### config.mk
export PLATFORM = sky130hd
export DESIGN_NAME = serial_deserializer_flat
export DESIGN_NICKNAME = d
export VERILOG_FILES = /design/src/rtl/serial_deserializer_if.sv /design/src/rtl/serial_deserializer.sv /design/src/flat_wrapper.sv
export SDC_FILE = /design/constraint.sdc
export NUM_CORES = 1
export LEC_CHECK = 0
export CORE_MARGIN = 8
export CORE_UTILIZATION = 46
export CTS_CLUSTER_SIZE = 24
export DETAILED_ROUTE_END_ITERATION = 16
export PLACE_DENSITY_LB_ADDON = 0.2
export SYNTH_ARGS = -nofsm -noshare
export SYNTH_HDL_FRONTEND = slang
export SYNTH_SLANG_ARGS = --single-unit
### constraint.sdc
create_clock -name clk -period 1.3 [get_ports clk]
set_input_delay 0.26 -clock clk [delete_from_list [all_inputs] [get_ports clk]]
set_output_delay 0.26 -clock clk [all_outputs]
set_load 0.02 [all_outputs]
### src/rtl/serial_deserializer_if.sv
// Bundles the serial input stream and the parallel word output of serial_deserializer.
// The master modport drives the bit stream and the ready signal. The slave modport is the deserializer side.
interface serial_deserializer_if;
  logic       serial_in;
  logic       serial_valid;
  logic       frame_start;
  logic       msb_first;
  logic       data_ready;
  logic [7:0] data_out;
  logic       data_valid;
  logic       busy;
  logic       overrun;
  logic       frame_err;
  logic       parity_err;

  modport master (
    output serial_in, serial_valid, frame_start, msb_first, data_ready,
    input  data_out, data_valid, busy, overrun, frame_err, parity_err
  );

  modport slave (
    input  serial_in, serial_valid, frame_start, msb_first, data_ready,
    output data_out, data_valid, busy, overrun, frame_err, parity_err
  );
endinterface

### src/rtl/serial_deserializer.sv
// Assembles 8-bit words from a strobed serial stream into a held output register.
// Optional even-parity bit per word is enabled by defining SERIAL_DESERIALIZER_PARITY_EN.
module serial_deserializer (
  input  logic                   clk,
  input  logic                   reset,
  serial_deserializer_if.slave   bus
);

  typedef enum logic [1:0] {
    IDLE,
    SHIFT
`ifdef SERIAL_DESERIALIZER_PARITY_EN
    , PARITY
`endif
  } state_t;

  state_t      state_q, state_d;
  logic [3:0]  count_q, count_d;
  logic [7:0]  shift_q, shift_d;
  logic        msb_q, msb_d;
  logic [7:0]  data_out_q, data_out_d;
  logic        data_valid_q, data_valid_d;
  logic        overrun_q, overrun_d;
  logic        frame_err_q, frame_err_d;
  logic        parity_err_q, parity_err_d;

  logic [7:0]  shifted;
  logic [7:0]  word;
  logic        word_perr;
  logic        complete;

  assign shifted = msb_q ? {shift_q[6:0], bus.serial_in} : {bus.serial_in, shift_q[7:1]};

  always_comb begin
    state_d      = state_q;
    count_d      = count_q;
    shift_d      = shift_q;
    msb_d        = msb_q;
    data_out_d   = data_out_q;
    data_valid_d = data_valid_q;
    parity_err_d = parity_err_q;
    overrun_d    = 1'b0;
    frame_err_d  = 1'b0;
    complete     = 1'b0;
    word         = shifted;
    word_perr    = 1'b0;

    if (bus.serial_valid) begin
      if (bus.frame_start) begin
        // A start beat always restarts the frame; only a partial word counts as an abort.
        frame_err_d = (state_q != IDLE);
        state_d     = SHIFT;
        count_d     = 4'd1;
        msb_d       = bus.msb_first;
        shift_d     = bus.msb_first ? {7'b0, bus.serial_in} : {bus.serial_in, 7'b0};
      end else begin
        case (state_q)
          IDLE: ;
          SHIFT: begin
            shift_d = shifted;
            count_d = count_q + 4'd1;
            if (count_q == 4'd7) begin
`ifdef SERIAL_DESERIALIZER_PARITY_EN
              state_d = PARITY;
`else
              state_d  = IDLE;
              complete = 1'b1;
`endif
            end
          end
`ifdef SERIAL_DESERIALIZER_PARITY_EN
          PARITY: begin
            state_d   = IDLE;
            count_d   = '0;
            complete  = 1'b1;
            word      = shift_q;
            word_perr = ^{shift_q, bus.serial_in};
          end
`endif
          default: state_d = IDLE;
        endcase
      end
    end

    if (complete) begin
      if (data_valid_q && !bus.data_ready) begin
        overrun_d = 1'b1;
      end else begin
        data_out_d   = word;
        data_valid_d = 1'b1;
        parity_err_d = word_perr;
      end
    end else if (data_valid_q && bus.data_ready) begin
      data_valid_d = 1'b0;
      parity_err_d = 1'b0;
    end
  end

  always_ff @(posedge clk) begin
    if (reset) begin
      state_q      <= IDLE;
      count_q      <= '0;
      shift_q      <= '0;
      msb_q        <= 1'b0;
      data_out_q   <= '0;
      data_valid_q <= 1'b0;
      overrun_q    <= 1'b0;
      frame_err_q  <= 1'b0;
      parity_err_q <= 1'b0;
    end else begin
      state_q      <= state_d;
      count_q      <= count_d;
      shift_q      <= shift_d;
      msb_q        <= msb_d;
      data_out_q   <= data_out_d;
      data_valid_q <= data_valid_d;
      overrun_q    <= overrun_d;
      frame_err_q  <= frame_err_d;
      parity_err_q <= parity_err_d;
    end
  end

  assign bus.data_out   = data_out_q;
  assign bus.data_valid = data_valid_q;
  assign bus.busy       = (state_q != IDLE);
  assign bus.overrun    = overrun_q;
  assign bus.frame_err  = frame_err_q;
  assign bus.parity_err = parity_err_q;

endmodule
### src/flat_wrapper.sv
// flat-port wrapper written by rule: the top's interface ports become plain ports
module serial_deserializer_flat 
  (clk, reset, bus_serial_in, bus_serial_valid, bus_frame_start, bus_msb_first, bus_data_ready, bus_data_out, bus_data_valid, bus_busy, bus_overrun, bus_frame_err, bus_parity_err);
  serial_deserializer_if bus_i ();
  input  logic clk;
  input  logic reset;
  input wire logic [$bits(bus_i.serial_in)-1:0] bus_serial_in;
  input wire logic [$bits(bus_i.serial_valid)-1:0] bus_serial_valid;
  input wire logic [$bits(bus_i.frame_start)-1:0] bus_frame_start;
  input wire logic [$bits(bus_i.msb_first)-1:0] bus_msb_first;
  input wire logic [$bits(bus_i.data_ready)-1:0] bus_data_ready;
  output wire logic [$bits(bus_i.data_out)-1:0] bus_data_out;
  output wire logic [$bits(bus_i.data_valid)-1:0] bus_data_valid;
  output wire logic [$bits(bus_i.busy)-1:0] bus_busy;
  output wire logic [$bits(bus_i.overrun)-1:0] bus_overrun;
  output wire logic [$bits(bus_i.frame_err)-1:0] bus_frame_err;
  output wire logic [$bits(bus_i.parity_err)-1:0] bus_parity_err;
  assign bus_i.serial_in = bus_serial_in;
  assign bus_i.serial_valid = bus_serial_valid;
  assign bus_i.frame_start = bus_frame_start;
  assign bus_i.msb_first = bus_msb_first;
  assign bus_i.data_ready = bus_data_ready;
  assign bus_data_out = bus_i.data_out;
  assign bus_data_valid = bus_i.data_valid;
  assign bus_busy = bus_i.busy;
  assign bus_overrun = bus_i.overrun;
  assign bus_frame_err = bus_i.frame_err;
  assign bus_parity_err = bus_i.parity_err;
  serial_deserializer u_core (.clk(clk), .reset(reset), .bus(bus_i));
endmodule
Word-level counts from Yosys, hierarchy flattened --
Index checks and enable logic that the tools add are counted.
Storage, ports and cells: register bits after elaboration 27, bits of input ports 7, output and inout bits 13
Cells by class: add/sub/neg operators 1, eq/ne operators 5, multiplexer cells 19, bitwise gates (word level) 4, reduce and logical (&&, ||, !) cells 14
Operators by type and width (number):
- 2-to-1 mux 8 bit | 4
- 2-to-1 mux 1 bit | 10
- 2-to-1 mux 4 bit | 2
- AND reduction 2 bit | 4
- nonzero test 2 bit | 3
- adder 4 x 1 -> 4 bit (second input constant) | 1
- == test 4 x 3 -> 1 bit (second input constant) | 1
- 2-to-1 mux 2 bit | 2
- != test 2 bit (second input constant) | 2
- NOT 1 bit | 4
- case mux 2 bit (2 select lines) | 1
- != test 3 x 2 -> 1 bit (second input constant) | 1
- AND reduction 3 bit | 1
- OR reduction 3 bit | 1
- == test 2 x 1 -> 1 bit (second input constant) | 1
- logical AND 1 bit | 2
- logical NOT 2 bit | 1
- OR reduction 2 bit | 1
- logical NOT 1 bit | 1

Logic depth before layout (Yosys ltp) --
depth after elaboration 7, depth in mapped cells 6

Least setup slack after synthesis --
Ideal clock, no wire load.
kind reg-to-reg, from register u_core.state_q[0], to register u_core.shift_q[5], arrival 1.151 ns, setup slack 0.022 ns, cell stages (with the launch flop) 7, clock period less this slack 1.278 ns, path through dfxtp_1 > buf_6 > and3b_1 > buf_6 > buf_8 > a22oi_1 > nor2_1
On the way: longest elaborated chain between the ends 3
RTL lines:
- from (decl) | line serial_deserializer.sv:17 | state_t state_q, state_d;
- from (signal assigned) | line serial_deserializer.sv:111 | state_q <= state_d;
- == test 2 x 1 -> 1 bit | line serial_deserializer.sv:57 | case (state_q)
- nonzero test 2 bit (no line)
- AND reduction 2 bit (no line)
- to (signal assigned) | line serial_deserializer.sv:113 | shift_q <= shift_d;
- to (decl) | line serial_deserializer.sv:19 | logic [7:0] shift_q, shift_d;
No other way between the ends. A chain may end at the register's enable or synchronous reset.

Worst setup path in the final report --
from register u_core.count_q[1], to register u_core.data_out_q[7] (netlist: u_core.bus.data_out[7])
On the way: longest elaborated chain between the ends 6
RTL lines:
- from (decl) | line serial_deserializer.sv:18 | logic [3:0] count_q, count_d;
- from (signal assigned) | line serial_deserializer.sv:112 | count_q <= count_d;
- == test 4 x 3 -> 1 bit | line serial_deserializer.sv:62 | if (count_q == 4'd7) begin
- 2-to-1 mux 1 bit | line serial_deserializer.sv:62
- 2-to-1 mux 1 bit | line serial_deserializer.sv:57
- 2-to-1 mux 1 bit | line serial_deserializer.sv:49 | if (bus.frame_start) begin
- 2-to-1 mux 1 bit | line serial_deserializer.sv:48 | if (bus.serial_valid) begin
- AND reduction 2 bit (no line)
- to (signal assigned) | line serial_deserializer.sv:115 | data_out_q <= data_out_d;
- to (decl) | line serial_deserializer.sv:21 | logic [7:0] data_out_q, data_out_d;
No other way between the ends.

==> results.ini <==
[status]
status=complete, but fails checks
failed_checks=setup timing

[die]
core_um2=2455
io_pins=20
fp.dieW_um=66.57
num_rows=18
fp.dieH_um=66.57
initial_core_util_pct=47.91
die-area_um2=4431

[sta]
fin_crit_ns=1.326
setup_viol=4
final.period_utilization_pct=102.0
rsz0062_at_grt=yes
setup_slack_ns=-0.02605
skew_ns=0.004341
hold_viol_final=0
fmax_ghz=0.7541
drv_slew=0

[power]
irDropWorstVdd_v=0.0008196
p_leak_nw=0.6234
p_per_area_nw_per_um2=803.8

[yosys]
synth_fp_nets=136
synth_edf_count=0
synthTopCellsByCount=dfxtp_1, a31oi_1, nor3_1
avgSynthCellArea_um2=9.189
ys_ff_latch=25
ys_warn_count=0
ys.flop_type=dfxtp_1
ys_top_cells_by_area=dfxtp_1, mux2_2, a31oi_1
synth.yosys.seq_area_share_pct=42.55
ys_async_sr_fraction_pct=0
synth_cell_type_count=34
synth_most_common_cell=dfxtp_1
synth_top_area_share_pct=42.55
synth_cells=128
netlist.top_cell.by_area=dfxtp_1
syn_area_um2=1176

[global_routing]
grtUsageTotal_pct=13.23
grt_pass1_vias=1032
grt_max_degree=16
grt_pass1_wl_mm=4.740
grt.overflow.total=0
grt_antenna_before_repair=0

[final_layout]
stdcell_count=193
fin_area_um2=1660
utilization_pct=67.64
final_nets=172
area_delta_synth_final_pct=41.17
fillers=203
layout-drive-gt1-share_pct=38.04
n_antenna_cell=0

[worst_setup_path]
crit_type=reg -> reg
critical_path_buf_inv_count=1
end_kind=register
cpLargestDelayFamily=simple AND/OR/NAND/NOR gates
cp.required_ns=1.52
crit_path_start_kind=register
path_cells=ha_4 > nand3b_1 > buf_6 > nor4_4 > nor3_2
max_stage_delay_ns=0.38
slowest_stage=dfxtp_2
cp_max_fo=3
arrival_ns=1.55

[drt]
drt_iter0_markers=59
drtAntennaViolNets=0
vias=1104
viasPerCell=5.720
wl_per_cell_um=15.88
wirelength_mm=3.064
drt-pass1-iter-count=4
drc=0

[clock_network]
clockRootBuffer=clkbuf_4
cts_max_level=1
cts_hold_buf=0
clockBufferDepth=2
clk_pin_slew_worst_paths_ns=0.15
clock_sinks=25
cts_tree=built
cts_buffers=3
clk_latency_ns=0.32

[place]
place_area_um2=1463
place_inst=183
place.gp.congestion=0.9048
dp_hpwl_mm=2.085
port-buffer-count=18

[worst_hold_path]
hold_class=in -> reg

[run]
cap_violations=0

-- flip-flops by register name (all words and copies together), names as in the netlist --
name	cells
u_core.bus.data_out	8
u_core.shift_q	8
u_core.count_q	4
u_core.bus.data_valid	1
u_core.bus.frame_err	1
u_core.bus.overrun	1
u_core.msb_q	1
u_core.state_q	1
-- worst min-delay path, cell delays in order --
cell and delay [ns]:
dlymetal6s2s_1 0.16, buf_4 0.15, nor2_1 0.08, nor3_1 0.05
-- cell type report --
class                           count  area [um2]  area share, %
Sequential cell                    25       505.5          30.44
Inverter                            3       11.26         0.6782
Timing Repair Buffer               45       390.4          23.51
Multi-Input combinational cell     86       685.7          41.30
Clock buffer                        3       22.52          1.356
Tap cell                           30       37.54          2.261
Clock inverter                      1       7.507         0.4521
-- final timing paths --
check	slack [ns]	end	start	cells after the start
max	-0.03	u_core.bus.data_out[7]$_SDFFE_PP0P_	u_core.count_q[1]$_SDFFE_PP0P_	5
min	0.40	u_core.count_q[0]$_SDFFE_PP0P_	bus_serial_valid	4
max reg2reg	-0.03	u_core.bus.data_out[7]$_SDFFE_PP0P_	u_core.count_q[1]$_SDFFE_PP0P_	5
min reg2reg	0.48	u_core.shift_q[7]$_SDFFE_PP0P_	u_core.shift_q[7]$_SDFFE_PP0P_	2
-- cells by family after synthesis --
kind of cell / Yosys count / synth area share (%)
other: 1 / 0.3188
multiplexers: 8 / 7.660
adder cells (fa/ha/maj): 1 / 1.064
flip-flops: 25 / 42.55
AND/OR/NAND/NOR: 46 / 21.70
buffers and inverters: 17 / 9.573
AO/OA/AOI/OAI: 29 / 16.38
XOR/XNOR: 1 / 0.7448
-- per-layer routing --
metal	global-route usage, %	vias up	wire, um
met1	16.62	530	1330
met4	2.933	0	23
met3	2.685	2	186
met5	0	-	0
li1	-	542	-
met2	22.46	30	1523
-- where the power goes --
| part | internal (W) | leakage [nW] | switching (W) |
|---|---|---|---|
| Sequential | 0.000779 | 0.204 | 0.00000932 |
| Clock | 0.000117 | 0.0139 | 0.000244 |
| Combinational | 0.0000927 | 0.406 | 0.0000911 |
| Total | 0.000990 | 0.623 | 0.000345 |
-- layout by cell type (no fill, tap or decap), types with 5 or more instances in the layout --
| master | synthesis | final |
|---|---|---|
| clkdlybuf4s15_1 | 0 | 5 |
| buf_4 | 3 | 24 |
| nor4_2 | 0 | 5 |
| mux2_2 | 8 | 6 |
| a22oi_1 | 6 | 6 |
| a31oi_1 | 11 | 11 |
| nor3_1 | 10 | 9 |
| nor2_1 | 8 | 8 |
| dfxtp_1 | 25 | 21 |
| a21oi_1 | 5 | 5 |
-- stage by stage --
| stage | total power (W) | setup slack (ns) | TNS, ns | hold WS [ns] |
|---|---|---|---|---|
| global placement | 0.0009657 | -0.3057 | -5.697 | 0.4597 |
| detailed placement | 0.0009698 | -0.4263 | -6.884 | 0.4685 |
| finish | 0.001335 | -0.02605 | -0.06070 | 0.3976 |
| global route | 0.001389 | -0.06513 | -0.2268 | 0.4045 |
| CTS | 0.001329 | 0.002086 | 0 | 0.4897 |
| floorplan | 0.0008966 | 0.02158 | 0 | 0.4205 |
-- what timing repair did --
item	CTS	global route
buffers inserted	3	3
pin swaps	2	4
setup endpoints to repair	22	19
resized for setup	27	26
Note: power is estimated with default switching activity, not from simulation.
